===== config.mk =====
export PLATFORM = sky130hd
export DESIGN_NAME = spi_reg_ctrl
export DESIGN_NICKNAME = d
export VERILOG_FILES = /design/src/rtl/spi_reg_ctrl.sv
export SDC_FILE = /design/constraint.sdc
export NUM_CORES = 1
export LEC_CHECK = 0
export ABC_CLOCK_PERIOD_IN_PS = 1500
export CORE_ASPECT_RATIO = 1.4
export CORE_MARGIN = 2
export CORE_UTILIZATION = 40
export CTS_CLUSTER_SIZE = 30
export DETAILED_ROUTE_END_ITERATION = 7
export PLACE_DENSITY = 0.83
export SLEW_MARGIN = 10
export SYNTH_ARGS = -nofsm -noshare
export SYNTH_HDL_FRONTEND = slang
export SYNTH_SLANG_ARGS = --single-unit

===== constraint.sdc =====
create_clock -name clk -period 1.5 [get_ports clk]
set_input_delay 0.15 -clock clk [delete_from_list [all_inputs] [get_ports clk]]
set_output_delay 0.15 -clock clk [all_outputs]
set_load 0.02 [all_outputs]

===== src/rtl/spi_reg_ctrl.sv =====
// Command/register controller behind spi_slave: decodes the SPI byte stream into
// register-bus reads/writes with optional address auto-increment, framed by slave select.
module spi_reg_ctrl #(
    parameter int unsigned DATA_WIDTH = 8,
    parameter int unsigned ADDR_WIDTH = 7,
    parameter bit          AUTO_INC   = 1'b1
) (
    input  logic                  clk,
    input  logic                  rst,
    input  logic                  ss,
    input  logic [DATA_WIDTH-1:0] rx_buffer,
    input  logic                  rx_dv,
    output logic [DATA_WIDTH-1:0] tx_buffer,
    output logic                  wr,
    output logic [ADDR_WIDTH-1:0] reg_addr,
    output logic [DATA_WIDTH-1:0] reg_wdata,
    output logic                  reg_we,
    output logic                  reg_re,
    input  logic [DATA_WIDTH-1:0] reg_rdata,
    output logic                  active,
    output logic                  overrun
);

    typedef enum logic [2:0] {
        StIdle,
        StCmd,
        StWdata,
        StRreq,
        StRload,
        StRwait
    } state_e;

    state_e                state_q, state_d;
    logic                  ss_meta_q, ss_s_q, ss_prev_q;
    logic                  active_q;
    logic [ADDR_WIDTH-1:0] addr_q, addr_d;
    logic [DATA_WIDTH-1:0] wdata_q, wdata_d;
    logic [DATA_WIDTH-1:0] tx_q, tx_d;
    logic                  we_pend_q, we_pend_d;
    logic                  re_pend_q, re_pend_d;
    logic                  wr_pend_q, wr_pend_d;
    logic                  ovr_q, ovr_d;
    logic                  ss_fall, ss_rise;

    assign ss_fall = ss_prev_q & ~ss_s_q;
    assign ss_rise = ~ss_prev_q & ss_s_q;

    // Strobes are scheduled one cycle ahead; a deselect in the issuing cycle suppresses them.
    assign reg_we    = we_pend_q & ~ss_rise;
    assign reg_re    = re_pend_q & ~ss_rise;
    assign wr        = wr_pend_q & ~ss_rise;
    // Read data arrives in the wr cycle, so forward it while also capturing it for later.
    assign tx_buffer = wr ? reg_rdata : tx_q;
    assign reg_addr  = addr_q;
    assign reg_wdata = wdata_q;
    assign active    = active_q;
    assign overrun   = ovr_q;

    always_comb begin
        state_d   = state_q;
        addr_d    = addr_q;
        wdata_d   = wdata_q;
        tx_d      = tx_q;
        we_pend_d = 1'b0;
        re_pend_d = 1'b0;
        wr_pend_d = 1'b0;
        ovr_d     = ovr_q;

        if (wr) begin
            tx_d = reg_rdata;
        end
        if (AUTO_INC && (reg_we || wr)) begin
            addr_d = addr_q + ADDR_WIDTH'(1);
        end

        if (ss_rise) begin
            state_d = StIdle;
        end else begin
            unique case (state_q)
                StIdle: begin
                    if (ss_fall) begin
                        ovr_d   = 1'b0;
                        state_d = StCmd;
                    end
                end
                StCmd: begin
                    if (rx_dv) begin
                        addr_d  = rx_buffer[ADDR_WIDTH-1:0];
                        state_d = rx_buffer[DATA_WIDTH-1] ? StRreq : StWdata;
                    end
                end
                StWdata: begin
                    if (rx_dv) begin
                        we_pend_d = 1'b1;
                        wdata_d   = rx_buffer;
                    end
                end
                StRreq: begin
                    re_pend_d = 1'b1;
                    state_d   = StRload;
                    if (rx_dv) begin
                        ovr_d = 1'b1;
                    end
                end
                StRload: begin
                    wr_pend_d = 1'b1;
                    state_d   = StRwait;
                    if (rx_dv) begin
                        ovr_d = 1'b1;
                    end
                end
                StRwait: begin
                    if (rx_dv) begin
                        state_d = StRreq;
                    end
                end
                default: state_d = StIdle;
            endcase
        end
    end

    always_ff @(posedge clk) begin
        if (rst) begin
            ss_meta_q <= 1'b1;
            ss_s_q    <= 1'b1;
            ss_prev_q <= 1'b1;
            active_q  <= 1'b0;
            state_q   <= StIdle;
            addr_q    <= '0;
            wdata_q   <= '0;
            tx_q      <= '0;
            we_pend_q <= 1'b0;
            re_pend_q <= 1'b0;
            wr_pend_q <= 1'b0;
            ovr_q     <= 1'b0;
        end else begin
            ss_meta_q <= ss;
            ss_s_q    <= ss_meta_q;
            ss_prev_q <= ss_s_q;
            active_q  <= ~ss_s_q;
            state_q   <= state_d;
            addr_q    <= addr_d;
            wdata_q   <= wdata_d;
            tx_q      <= tx_d;
            we_pend_q <= we_pend_d;
            re_pend_q <= re_pend_d;
            wr_pend_q <= wr_pend_d;
            ovr_q     <= ovr_d;
        end
    end

endmodule


Word-level counts from Yosys, hierarchy flattened
Index checks and enable logic that the tools add are counted.

Bitwise gates (word level): 9. Equality and inequality tests: 9. $add $sub $neg: 1. Reduce and logical (&&, ||, !) cells: 9. Multiplexer cells: 16.

Operator list (number): $mux W7 (4); $pmux W3 S6 (1); $mux W3 (3); $mux W8 (1); $reduce_and A4 Y1 (2); $add A7 B1 Y7 const B (1); $eq A3 B2 Y1 const B (2); $eq A3 B3 Y1 const B (2); $mux W1 (6); $ne A2 B2 Y1 const B (3); $and A1 B1 Y1 (5); $not A1 Y1 (4); $reduce_or A2 Y1 (2); $eq A3 B1 Y1 const B (1); $logic_not A3 Y1 (1); $reduce_and A3 Y1 (1); $reduce_or A3 Y1 (1); $ne A2 B1 Y1 const B (1); $pmux W1 S2 (1); $reduce_bool A2 Y1 (1); $logic_or A1 B1 Y1 (1).

Input bits: 20. Logic and storage cells: 56. Output and inout port bits: 28. Register bits: 34.

Longest topological paths before layout
Depth after elaboration: 9. Gate-level depth with buffers: 7. Depth with buffers taken out: 5.

Least setup slack after synthesis
Ideal clock, no wire load.

Path type: flip-flop to flip-flop. Start: reg ss_s_q. End: reg tx_q[6]. Clock period less this slack: 1.511 ns. Setup slack: -0.011 ns. Stages on the path, launching flop included: 6. Data required time: 1.386 ns. Arrival: 1.397 ns. Path buffers: 1. Library setup time: 0.114 ns. Path through: dfxtp_1 or2b_1 buf_2 nand2_2 mux2_2 nor2b_1.

Longest elaborated chain between the ends: 4.

RTL lines: start: declaration (line 34) `logic ss_meta_q, ss_s_q, ss_prev_q;`; start signal: assignment (line 138) `ss_s_q <= ss_meta_q;`; $and A1 B1 Y1 (line 46) `assign ss_rise = ~ss_prev_q & ss_s_q;`; $not A1 Y1 (no source line); $and A1 B1 Y1 (line 51) `assign wr = wr_pend_q & ~ss_rise;`; $mux W8; via tx_buffer[6] (line 13) `output logic [DATA_WIDTH-1:0] tx_buffer,`; end signal: assignment (line 144) `tx_q <= tx_d;`; end: declaration (line 38) `logic [DATA_WIDTH-1:0] tx_q, tx_d;`.

The timed path passes the listed nets, and every way through them passes these cells. A chain may end at the register's enable or synchronous reset.

Worst setup path after layout
Start: reg ss_s_q. End: out tx_buffer[4].

Longest elaborated chain between the ends: 4.

RTL lines (line): $and A1 B1 Y1 (46); $not A1 Y1 (no source line); $and A1 B1 Y1 (51); $mux W8; end: declaration (13).

No other way between the ends.

==> impl_metrics.env <==
export IMPL_antenna_found_initial=0
export IMPL_drv_cap=0
export IMPL_diodes=0
export IMPL_cp_required_ns=1.35
export IMPL_numCtsBuffers=5
export IMPL_grt_max_degree=15
export IMPL_rsz0062_at_grt="true"
export IMPL_layout_drive_gt1_share=0.327
export IMPL_die_area_sq_mm=0.00411
export IMPL_synth_nets=161
export IMPL_drv_slew=0
export IMPL_cts_root_buf="clkbuf_8"
export IMPL_floorplan_rows=25
export IMPL_layout_setup_ws_ns=-0.134
export IMPL_setup_viol=14
export IMPL_min_period_ns=1.63
export IMPL_cts_hold_buf=0
export IMPL_cts_tree="built"
export IMPL_vias_per_cell=5.19
export IMPL_portBuffers=47
export IMPL_first_pass_iters=4
export IMPL_tightest_slew_ns=0.640
export IMPL_remaining_drc_errors=0
export IMPL_vias=1272
export IMPL_hold_viol_final=0
export IMPL_tns_ns=-1.27
export IMPL_yosysWarnings=0
export IMPL_path_max_fanout=4
export IMPL_path_cells="or2b_4 > nand2_4 > mux2_4 > buf_6"
export IMPL_final_antenna_net_count=0
export IMPL_period_share=1.09
export IMPL_synth_distinct_cells=34
export IMPL_track_usage=0.208
export IMPL_drt_iter0_drc=29
export IMPL_crit_arrival_ns=1.48
export IMPL_maxSlewHeadroom=0.572
export IMPL_final_cell_mix="32 x dfxtp_1, 32 x clkdlybuf4s50_1, 18 x nor2_1"
export IMPL_grt_overflow_total=0
export IMPL_path_class="flop to output pin"
export IMPL_synth_seq_cells=34
export IMPL_ys_seq_area_frac=0.472
export IMPL_hold_path_class="primary input to flop"
export IMPL_status="finished with violations"
export IMPL_routed_wl_microns=3810
export IMPL_finalClockSkew_ns=0.00750
export IMPL_place_congestion=0.761
export IMPL_peakVddDrop_v=0.000725
export IMPL_htreeDepth=2
export IMPL_routedWlPerCell_microns=15.6
export IMPL_grt_pass1_wl_microns=6040
export IMPL_syn_inst=140
export IMPL_fin_nets=225
export IMPL_die_h_microns=75.1
export IMPL_io_pins=48
export IMPL_area_growth_pct=56.0
export IMPL_cp_end_kind="output pin"
export IMPL_worst_path_max_delay_cell="dfxtp_2"
export IMPL_finalPower_mw=1.84
export IMPL_start_util=0.423
export IMPL_core_area_sq_mm=0.00341
export IMPL_cts_sinks=34
export IMPL_leakagePower_nw=0.994
export IMPL_crit_family="simple AND/OR/NAND/NOR gates"
export IMPL_syn_area_sq_mm=0.00144
export IMPL_avgSynthCellArea_sq_um=10.3
export IMPL_max_freq_mhz=612
export IMPL_hold_ws_ns=0.416
export IMPL_die_w_microns=54.8
export IMPL_powerDensity_mw_per_mm2=818
export IMPL_dp_worst_setup_slack_ns=-0.340
export IMPL_cts_reportedPaths_clkPinSlew_ns=0.07
export IMPL_clockBufferDepth=2
export IMPL_start_kind="flop"
export IMPL_cp_slowest_stage_delay_ns=0.33
export IMPL_clk_latency_ns=0.29
export IMPL_detailedPlacementHpwl_microns=2520
export IMPL_path_buf_inv=1
export IMPL_violations="negative setup slack"
export IMPL_first_global_vias=1342
[final timing paths]
path / start / to / slack, ns / cells past startpoint
hold reg to reg: ss_meta_q / ss_s_q / 0.42 / 1
setup / recovery: ss_s_q / tx_buffer[4] / -0.13 / 4
hold / removal: ss / ss_meta_q / 0.42 / 2
setup reg to reg: wr_pend_q / reg_addr[0] / -0.10 / 4
[what timing repair did]
action,in CTS,in global routing
endpoints found under the setup margin,18,28
pin swaps,2,1
setup buffers,0,1
gates cloned,2,0
resized for setup,81,13
[registers in the layout, indices dropped and copies added, names as in the netlist, 3 cells and up]
name and cells:
reg_addr 7, reg_wdata 8, state_q 3, tx_q 8
[cells by family (layout without fill, tap and decap cells)]
logic type | after synthesis | count (layout) | synth area share
AOI/OAI and AO/OA | 14 | 14 | 0.0911
and+or+nand+nor | 58 | 59 | 0.218
buffers and inverters | 10 | 74 | 0.0494
adders and majority gates | 1 | 1 | 0.00867
muxes | 17 | 17 | 0.125
xor gates and xnor gates | 6 | 6 | 0.0364
DFF | 34 | 34 | 0.472
[worst register-to-register path, cell delays in order (launching register included)]
cell,delay [ns]
dfxtp_2,0.37
nor2_1,0.52
nor2_1,0.20
xnor2_1,0.19
a211oi_2,0.23
[synth_stat cells]
cell type	count	share of area
nor2b_4	1	0.0095
ha_1	1	0.0087
or2_2	2	0.0087
o41ai_1	1	0.0061
dlygate4sd1_1	1	0.0061
buf_2	2	0.0069
nor4b_1	1	0.0061
or4_1	1	0.0052
and2_1	2	0.0087
a21oi_1	2	0.0069
nand2b_1	2	0.0087
dfxtp_1	34	0.47
mux2_2	8	0.062
or2b_2	1	0.0061
nor3b_1	2	0.010
nand3_2	1	0.0069
nand2_2	1	0.0043
a31oi_1	1	0.0043
buf_4	1	0.0052
nor4_1	2	0.0087
nor2b_1	8	0.035
mux2i_1	9	0.062
nand3_1	4	0.014
or2b_1	1	0.0052
inv_1	3	0.0078
a211oi_2	7	0.061
buf_6	3	0.023
a2111oi_0	1	0.0061
o21ai_0	2	0.0069
nand3b_1	1	0.0052
nor3_1	3	0.010
nor2_1	21	0.055
nand2_1	4	0.010
xnor2_1	6	0.036
[where the power goes]
part | switching (mW) | internal (mW) | total (mW)
registers | 0.0150 | 0.921 | 0.936
clock network | 0.330 | 0.369 | 0.698
logic | 0.0916 | 0.115 | 0.206
[layer usage]
layer  part of all wire  GRT usage  up-vias  wire length (microns)
met5                  0          0        -                      0
met4              0.022     0.0889        0                     85
met3              0.071     0.0694        9                    269
met2               0.55      0.392       60                   2100
met1               0.36      0.194      592                   1360
li1                   -          -      611                      -
[final cells by class]
| class | instances | area (sq um) |
|---|---|---|
| Sequential cell | 34 | 683 |
| Clock buffer | 6 | 82.6 |
| Tap cell | 40 | 50.0 |
| Inverter | 3 | 11.3 |
| Multi-Input combinational cell | 97 | 798 |
| Timing Repair Buffer | 63 | 613 |
| Clock inverter | 2 | 12.5 |
| Fill cell | 260 | 1160 |
[stage by stage]
step / instance area, sq um / cells / util
4_1_cts: 2200 / 244 / 0.646
3_5_place_dp: 2010 / 234 / 0.589
6_report: 2250 / 245 / 0.660
2_1_floorplan: 1440 / 140 / -
3_3_place_gp: 2010 / 234 / 0.589
5_1_grt: 2250 / 245 / 0.660
(Power assumes the default switching activity.)
